$ cat config.mk
export PLATFORM = sky130hd
export DESIGN_NAME = bus_load_decoder
export DESIGN_NICKNAME = d
export VERILOG_FILES = /design/src/rtl/bus_load_decoder.sv
export SDC_FILE = /design/constraint.sdc
export NUM_CORES = 1
export LEC_CHECK = 0
export CAP_MARGIN = 30
export CORE_MARGIN = 5
export CORE_UTILIZATION = 40
export CTS_BUF_LIST = sky130_fd_sc_hd__clkbuf_8
export DETAILED_ROUTE_END_ITERATION = 8
export SLEW_MARGIN = 10
export SYNTH_ARGS = -nofsm -noshare
export SYNTH_HDL_FRONTEND = slang
export SYNTH_SLANG_ARGS = --single-unit
export TNS_END_PERCENT = 20
$ cat constraint.sdc
create_clock -name clk -period 2.3 [get_ports clk]
set_clock_uncertainty 0.1 [all_clocks]
set_input_delay 0.345 -clock clk [delete_from_list [all_inputs] [get_ports clk]]
set_output_delay 0.345 -clock clk [all_outputs]
set_load 0.05 [all_outputs]
$ cat src/rtl/bus_load_decoder.sv
// bus_load_decoder: queues 5-bit destination codes from the control unit in a
// small FIFO and drains one per cycle into a registered one-hot load enable
// for the bus-attached registers.
//
// Handshake: a code is accepted on a rising clk edge when req_valid && req_ready.
// req_ready depends only on the registered occupancy, never on req_valid, and
// stays low while full even if a pop happens at the same edge.
//
// Optional feature (macro LOAD_PROTECT_R0_EN): code 0 targets the hard-wired
// zero register. It is accepted and consumed but produces no load pulse, and it
// sets the sticky r0_write_err flag, which is cleared only by clr.
module bus_load_decoder #(
    parameter int NUM_DEST = 32,
    parameter int SEL_W    = 5,
    parameter int DEPTH    = 4
) (
    input  logic                     clk,
    input  logic                     clr,
    input  logic                     req_valid,
    input  logic [SEL_W-1:0]         req_sel,
    output logic                     req_ready,
    input  logic                     load_hold,
    output logic [NUM_DEST-1:0]      load_en,
    output logic [SEL_W-1:0]         load_sel,
    output logic                     busy,
    output logic [$clog2(DEPTH):0]   pending
`ifdef LOAD_PROTECT_R0_EN
    ,
    output logic                     r0_write_err
`endif
);

    localparam int PTR_W = $clog2(DEPTH);
    localparam int CNT_W = PTR_W + 1;
    localparam logic [CNT_W-1:0]    FULL_CNT = CNT_W'(DEPTH);
    localparam logic [NUM_DEST-1:0] ONE_HOT0 = NUM_DEST'(1);

    logic [SEL_W-1:0]    fifo_q [DEPTH];
    logic [SEL_W-1:0]    fifo_d [DEPTH];
    logic [PTR_W-1:0]    wr_ptr_q, wr_ptr_d;
    logic [PTR_W-1:0]    rd_ptr_q, rd_ptr_d;
    logic [CNT_W-1:0]    count_q, count_d;
    logic [NUM_DEST-1:0] load_en_q, load_en_d;
    logic [SEL_W-1:0]    load_sel_q, load_sel_d;
`ifdef LOAD_PROTECT_R0_EN
    logic                r0_err_q, r0_err_d;
`endif

    logic                push;
    logic                pop;
    logic [SEL_W-1:0]    head;

    // Ready comes from registered occupancy only, so no bypass when full.
    assign req_ready = (count_q < FULL_CNT);

    // Next-state logic for FIFO storage, pointers, occupancy and load outputs.
    always_comb begin
        push       = req_valid && req_ready;
        pop        = (count_q != '0) && !load_hold;
        head       = fifo_q[rd_ptr_q];
        fifo_d     = fifo_q;
        wr_ptr_d   = wr_ptr_q;
        rd_ptr_d   = rd_ptr_q;
        count_d    = count_q;
        load_en_d  = '0;
        load_sel_d = load_sel_q;
`ifdef LOAD_PROTECT_R0_EN
        r0_err_d   = r0_err_q;
`endif

        if (push) begin
            fifo_d[wr_ptr_q] = req_sel;
            wr_ptr_d         = wr_ptr_q + PTR_W'(1);
        end

        // The pop looks only at registered state: a code pushed at this edge
        // cannot be popped until the next one.
        if (pop) begin
            rd_ptr_d   = rd_ptr_q + PTR_W'(1);
            load_en_d  = ONE_HOT0 << head;
            load_sel_d = head;
`ifdef LOAD_PROTECT_R0_EN
            if (head == '0) begin
                load_en_d  = '0;
                load_sel_d = load_sel_q;
                r0_err_d   = 1'b1;
            end
`endif
        end

        case ({push, pop})
            2'b10:   count_d = count_q + CNT_W'(1);
            2'b01:   count_d = count_q - CNT_W'(1);
            default: count_d = count_q;
        endcase
    end

    // State registers; clr discards everything at once, including queued codes.
    always_ff @(posedge clk or posedge clr) begin
        if (clr) begin
            for (int i = 0; i < DEPTH; i++) begin
                fifo_q[i] <= '0;
            end
            wr_ptr_q   <= '0;
            rd_ptr_q   <= '0;
            count_q    <= '0;
            load_en_q  <= '0;
            load_sel_q <= '0;
`ifdef LOAD_PROTECT_R0_EN
            r0_err_q   <= 1'b0;
`endif
        end else begin
            fifo_q     <= fifo_d;
            wr_ptr_q   <= wr_ptr_d;
            rd_ptr_q   <= rd_ptr_d;
            count_q    <= count_d;
            load_en_q  <= load_en_d;
            load_sel_q <= load_sel_d;
`ifdef LOAD_PROTECT_R0_EN
            r0_err_q   <= r0_err_d;
`endif
        end
    end

    assign load_en  = load_en_q;
    assign load_sel = load_sel_q;
    assign pending  = count_q;
    assign busy     = (count_q != '0) || (load_en_q != '0);
`ifdef LOAD_PROTECT_R0_EN
    assign r0_write_err = r0_err_q;
`endif

endmodule

==> insert_results.sql, run 1 <==
INSERT INTO impl_metrics (metric_group, metric, value, unit) VALUES
('worst_setup_path', 'cp_max_fo', '5', ''),
('run', 'drv.max_cap_violation_count', '0', ''),
('worst_setup_path', 'timing.critical_path.max_delay_family', 'simple AND/OR/NAND/NOR gates', ''),
('detailed_routing', 'drt_pass1_iterations', '4', ''),
('detailed_routing', 'detailroute.via_count', '1636', ''),
('detailed_routing', 'route.detailed.wl_per_inst', '14.97', 'µm'),
('power_and_ir_drop', 'worst_ir_drop_vdd', '0.0006843', 'V'),
('clocking', 'buffer_depth_of_the_longest_clock_path', '2', ''),
('sta', 'worst_slack', '135.8', 'ps'),
('detailed_routing', 'route.detailed.drc', '0', ''),
('detailed_routing', 'detail-route-antenna-nets', '0', ''),
('logic_synthesis', 'synth_common_cells', 'dfrtp_1, mux2_2, nor3_1', ''),
('die', 'rows', '29', ''),
('logic_synthesis', 'post_synth_inst_count', '195', ''),
('logic_synthesis', 'ys_top_cells_by_area', 'dfrtp_1, mux2_2, nor3_1', ''),
('placement', 'placement.cell_area', '3219', 'µm²'),
('die', 'die_height', '91.03', 'µm'),
('logic_synthesis', 'synth_top_area_frac', '0.6098', ''),
('finish', 'finalInstanceArea', '3440', 'µm²'),
('global_routing', 'grt_use_met3', '0.03636', ''),
('global_routing', 'gr-total-overflow', '0', ''),
('global_routing', 'first_global_vias', '1701', ''),
('logic_synthesis', 'synth_async_sr_flop_share', '1.000', ''),
('power_and_ir_drop', 'share_of_total_power_consumed_by_net_switching', '0.4199', ''),
('global_routing', 'grt_usage', '0.1326', ''),
('worst_setup_path', 'worstSetupPathType', 'flop to output pin', ''),
('worst_setup_path', 'timing.critical_path.slowest_stage_cell', 'dfrtp_2', ''),
('logic_synthesis', 'postSynth.topFlopCell', 'dfrtp_1', ''),
('finish', 'finalNetCount', '265', ''),
('worst_setup_path', 'ff2ff_path_depth', '4', ''),
('worst_setup_path', 'max_stage_delay', '430', 'ps'),
('placement', 'post_place_worst_slack', '100.2', 'ps'),
('logic_synthesis', 'netlist-cell-type-count', '25', ''),
('logic_synthesis', 'yosysMostFrequentCell', 'dfrtp_1', ''),
('finish', 'area_growth', '30.97', '%'),
('power_and_ir_drop', 'power.sequential.fraction', '0.329', ''),
('die', 'floorplan.core_area', '6386', 'µm²'),
('clocking', 'tritoncts', 'built', ''),
('worst_setup_path', 'timing.critical_path.cells', 'nor3_1, buf_4, nand3_1, or3_1, buf_4', ''),
('global_routing', 'grt-busiest-layer', 'met2', ''),
('logic_synthesis', 'yosys_warn_count', '0', ''),
('finish', 'antenna_cells_inserted', '0', ''),
('logic_synthesis', 'synth_top_area_cell', 'dfrtp_1', ''),
('placement', 'finalWeightedCongestion', '0.6950', ''),
('global_routing', 'grtUsageMet1', '0.1745', ''),
('worst_setup_path', 'cp.depth', '5', ''),
('logic_synthesis', 'synth_sequential_area_ratio', '0.6098', ''),
('sta', 'min_period_over_period', '0.9410', ''),
('global_routing', 'grtUsageMet2', '0.2055', ''),
('power_and_ir_drop', 'p_int', '3.099', 'mW'),
('clocking', 'clock_tree.root_cell', 'clkbuf_8', ''),
('worst_setup_path', 'worstPathRequired', '1860', 'ps'),
('sta', 'timing_hold_violations_final', '0', ''),
('sta', 'setup_viol_count_final', '0', ''),
('clocking', 'worstSkewPairLatency', '320', 'ps'),
('clocking', 'cts_max_level', '3', ''),
('finish', 'drive_gt1_frac', '0.2549', ''),
('logic_synthesis', 'syn_avg_cell_area', '13.47', 'µm²'),
('detailed_routing', 'vias_per_cell', '4.928', ''),
('global_routing', 'grt_first_pass_wirelength', '8.707', 'mm'),
('worst_setup_path', 'start_kind', 'flop', ''),
('worst_setup_path', 'critical_path.endpoint_type', 'output pin', ''),
('worst_setup_path', 'worst_ep_arrival_time', '1720', 'ps'),
('power_and_ir_drop', 'leakage_power_figure', '1.495', 'nW'),
('die', 'initial_core_util', '0.4112', ''),
('worst_setup_path', 'crit_top_cell', 'buf_4', ''),
('power_and_ir_drop', 'netSwitchingPower', '2.243', 'mW'),
('run_status', 'status', 'completed', ''),
('sta', 'tightest_slew', '504.5', 'ps'),
('die', 'die_area', '8286', 'µm²'),
('global_routing', 'grt_max_degree', '65', '');
==> through the flow <==
stage	utilization	std cells	hold slack [ps]	power [mW]
after floorplan	-	195	373.9	3.703
after CTS	0.5386	332	316.8	5.409
after detailed placement	0.5041	316	390.1	4.372
final	0.5386	332	301.3	5.343
after global routing	0.5386	332	351.0	5.716
after global placement	0.5041	316	382.4	4.350
==> routing by layer <==
metal  vias to the layer above  share of wire
li1                        788              -
met1                       797           0.45
met2                        43           0.47
met3                         8          0.064
met4                         0          0.018
met5                         -              0
==> worst register-to-register path, stage by stage (launching register included) <==
cell and delay (ps):
dfrtp_1 590, mux4_2 570, or3_1 310, buf_4 210, nor3_1 200
==> registers in the layout (all words and copies together), names as in the netlist <==
register and flops:
pending 3, fifo_q 20, rd_ptr_q 2, load_sel 5, load_en 32, wr_ptr_q 2
==> layout by cell type, fill, tap and decap left out, types with 2 or more instances in the layout <==
cell type        instances
mux4_2                   5
dfrtp_2                  3
o21ai_0                  2
nand3_1                  3
xnor2_1                  4
inv_1                   11
or3_1                    3
nand2_1                  9
ha_1                     5
mux2_2                  24
clkdlybuf4s50_1         49
nor3_1                  23
xor2_1                   2
buf_4                    6
nor2_1                   2
nor4_1                   7
bufinv_16                2
clkbuf_8                10
nor3_2                  10
nand2b_1                 4
dfrtp_1                 61
==> power by group through the flow <==
stage / Sequential, mW / Clock [mW] / Combinational [mW]
after floorplan: 2.20 / 0 / 1.50
after global placement: 1.77 / 0 / 2.58
after detailed placement: 1.78 / 0 / 2.59
after CTS: 1.76 / 1.05 / 2.60
after global routing: 1.82 / 1.10 / 2.80
final: 1.76 / 1.03 / 2.56
==> logic make-up (layout without fill, tap and decap cells) <==
kind of cell	Yosys count	count (layout)	synth area share
mux	30	30	0.1496
flops	64	64	0.6098
buf+inv	21	81	0.03668
fa+ha+maj	6	6	0.03144
xor+xnor	6	6	0.02001
simple gates	66	66	0.1486
compound gates	2	2	0.003811
==> area by class of cell <==
cell class	instances	area, µm²
fill	546	2947
sequential	64	1605
multi-input combinational	110	934.6
timing repair buffer	56	555.5
clock buffer	10	137.6
tap	77	96.34
clock inverter	6	76.32
inverter	9	33.78
==> final timing paths <==
kind	from	end	slack, ps
setup / recovery	pending[0]	busy	140
hold / removal	clr	load_en[14]	300
setup reg to reg	rd_ptr_q[0]	load_en[16]	240
hold reg to reg	fifo_q[8]	fifo_q[8]	400
max in group asynchronous	clr	pending[0]	1510
min in group clk	fifo_q[8]	fifo_q[8]	400
==> repair_timing <==
action,in CTS,in global routing
gates resized for setup,1,0
setup buffers,0,0
endpoints found under the setup margin,1,0
No activity file was read; power rests on OpenSTA's default activity.
==> run 2, diff against run 1 <==
SETUP_SLACK_MARGIN = 0.2   (was not set)
==> run 2 against run 1 <==
  * Critical path depth decreased by 1
  * Critical endpoint unchanged
  * Global-route usage fell by 0.050 points
  * Die area is the same
  * Clock-buffer cell count up 1
  * Via count increased by 2.3%
  * Largest power group unchanged
  * Register-to-register slack better by 60 ps
==> insert_results.sql, run 2 (same netlist as run 1, synthesis figures left out) <==
INSERT INTO impl_metrics (metric_group, metric, value, unit) VALUES
('global_routing', 'first_global_vias', '1775', ''),
('clocking', 'buffer_depth_of_the_longest_clock_path', '2', ''),
('placement', 'hpwlAfterDp', '3.751', 'mm'),
('finish', 'antenna_cells_inserted', '0', ''),
('clocking', 'worstSkewPairLatency', '330', 'ps'),
('die', 'initial_core_util', '0.4112', ''),
('die', 'chipWidth', '91.03', 'µm'),
('worst_setup_path', 'worstReg2RegEnd', 'pending[2]', ''),
('worst_hold_path', 'hold_path.class', 'input port to asynchronous set/reset pin', ''),
('global_routing', 'grt_usage', '0.1321', ''),
('finish', 'finalNetCount', '271', ''),
('placement', 'finalWeightedCongestion', '0.6900', ''),
('worst_setup_path', 'setup.reg_to_reg.worst_slack', '300', 'ps'),
('detailed_routing', 'dr.first_iter.drc_count', '25', ''),
('detailed_routing', 'wl_final', '5.072', 'mm'),
('global_routing', 'grt_antenna_before_repair', '0', ''),
('detailed_routing', 'route.detailed.drc', '0', ''),
('clocking', 'cts-buffers-inserted', '9', ''),
('worst_setup_path', 'worst_ep_arrival_time', '1660', 'ps'),
('finish', 'fillers', '561', ''),
('sta', 'min_period_over_period', '0.9172', ''),
('finish', 'area_growth', '33.87', '%'),
('clocking', 'cts_hold_repair.buffers', '0', ''),
('power_and_ir_drop', 'leakage_power_figure', '1.530', 'nW'),
('detailed_routing', 'route.detailed.wl_per_inst', '15.01', 'µm'),
('sta', 'tightest_slew', '500.6', 'ps'),
('power_and_ir_drop', 'p_int', '3.098', 'mW'),
('placement', 'portBuffers', '50', ''),
('sta', 'slew_viol_final', '0', ''),
('detailed_routing', 'vias_per_cell', '4.950', ''),
('finish', 'area.sequential', '1607', 'µm²'),
('die', 'ioPinCount', '51', ''),
('finish', 'final-instance-count-excl-fill', '338', ''),
('sta', 'slew-limit-headroom', '0.6652', ''),
('worst_setup_path', 'worstSetupPathType', 'flop to output pin', ''),
('sta', 'achievable-frequency', '474.0', 'MHz'),
('power_and_ir_drop', 'power.sequential.fraction', '0.327', ''),
('power_and_ir_drop', 'clock_power_share', '0.176', ''),
('sta', 'setup_viol_count_final', '0', ''),
('run', 'drv.max_cap_violation_count', '0', ''),
('die', 'die_area', '8286', 'µm²'),
('power_and_ir_drop', 'share_of_total_power_consumed_by_net_switching', '0.4249', ''),
('finish', 'mostFrequentLayoutCells', 'dfrtp_1, clkdlybuf4s50_1, mux2_2, nor3_1', ''),
('clocking', 'cts_max_level', '3', ''),
('detailed_routing', 'drt_pass1_iterations', '4', ''),
('global_routing', 'grt_first_pass_wirelength', '8.735', 'mm'),
('clocking', 'tritoncts', 'built', ''),
('die', 'rows', '29', ''),
('power_and_ir_drop', 'netSwitchingPower', '2.289', 'mW'),
('placement', 'dp.cells', '318', ''),
('finish', 'drive_gt1_frac', '0.3027', ''),
('sta', 'min_period', '2110', 'ps'),
('clocking', 'clock_tree.root_cell', 'clkbuf_8', ''),
('die', 'floorplan.core_area', '6386', 'µm²'),
('finish', 'multiInputGateArea', '975.9', 'µm²'),
('power_and_ir_drop', 'worst_ir_drop_vdd', '0.0006724', 'V'),
('power_and_ir_drop', 'totalPowerFinal', '5.388', 'mW'),
('power_and_ir_drop', 'comb_power_share', '0.497', ''),
('power_and_ir_drop', 'power_per_cell_area', '1532', 'nW/µm²'),
('worst_setup_path', 'start_kind', 'flop', ''),
('finish', 'largest_register_ff_count', '32', ''),
('worst_setup_path', 'reg2reg_from', 'pending[0]', ''),
('clocking', 'path_clk_slew', '70', 'ps'),
('detailed_routing', 'detail-route-antenna-nets', '0', ''),
('detailed_routing', 'detailroute.via_count', '1673', ''),
('worst_setup_path', 'ff2ff_path_depth', '10', ''),
('sta', 'setup_total_negative_slack', '0', 'ps'),
('sta', 'timing_hold_violations_final', '0', ''),
('die', 'die_height', '91.03', 'µm'),
('clocking', 'numClockSinks', '64', ''),
('global_routing', 'gr-total-overflow', '0', ''),
('worst_setup_path', 'critical_path.endpoint_type', 'output pin', ''),
('worst_setup_path', 'worstPathRequired', '1860', 'ps'),
('sta', 'rsz0062_at_grt', 'true', ''),
('finish', 'commonest_non_fill_non_tap_cell_in_the_layout', 'dfrtp_1', ''),
('global_routing', 'grt_max_degree', '32', ''),
('worst_setup_path', 'cp_max_fo', '2', ''),
('run_status', 'status', 'completed', '');
-- run 2: what timing repair did --
item	4_1_cts	5_1_grt
hold endpoints to repair	0	0
setup buffers	2	2
pin swaps	3	2
endpoints found under the setup margin	2	18
resized for setup	2	7
-- run 2: how the worst max path moves through the flow --
stage | start | to | cells after the start
6_report | load_en[5] | busy | 4
5_1_grt | pending[2] | busy | 5
4_1_cts | load_en[5] | busy | 4
3_5_place_dp | load_hold | pending[2] | 8
3_3_place_gp | load_hold | pending[2] | 8
2_1_floorplan | clr | pending[0] | 1
-- run 2: per-layer routing --
metal	vias to the layer above	GRT usage	wire length (µm)
met5	-	0	0
met4	0	0.06235	91
met3	9	0.03058	284
met2	42	0.2043	2378
met1	818	0.1762	2317
li1	804	-	-
-- run 2: through the flow --
| step | cell area (µm²) | utilization | hold WS, ps | worst slack [ps] |
|---|---|---|---|---|
| finish | 3516 | 0.5505 | 197.8 | 190.4 |
| global route | 3516 | 0.5505 | 237.1 | 106.5 |
| CTS | 3461 | 0.5419 | 194.2 | 124.5 |
| detailed placement | 3237 | 0.5069 | 392.5 | 130.4 |
| global placement | 3237 | 0.5069 | 383.4 | 173.5 |
| floorplan | 2633 | - | 373.9 | 115.4 |
-- run 2: final cells by class --
class | instances | area share
inverter | 9 | 0.009609
timing repair buffer | 62 | 0.1719
clock buffer | 11 | 0.04306
sequential | 64 | 0.4569
tap | 77 | 0.02740
clock inverter | 5 | 0.01352
multi-input combinational | 110 | 0.2776
-- run 2: worst max-delay path, stage by stage, from the launching register on --
cell,delay [ps]
dfrtp_1,410
nor4_4,280
nand4_1,140
or3_1,340
buf_6,160
-- run 2: power by group through the flow --
stage                     combinational (mW)  sequential [mW]  clock, mW
after floorplan                         1.50             2.20          0
after global placement                  2.61             1.77          0
after detailed placement                2.63             1.78          0
after CTS                               2.66             1.76      0.977
after global routing                    2.92             1.82       1.03
final                                   2.68             1.76      0.947
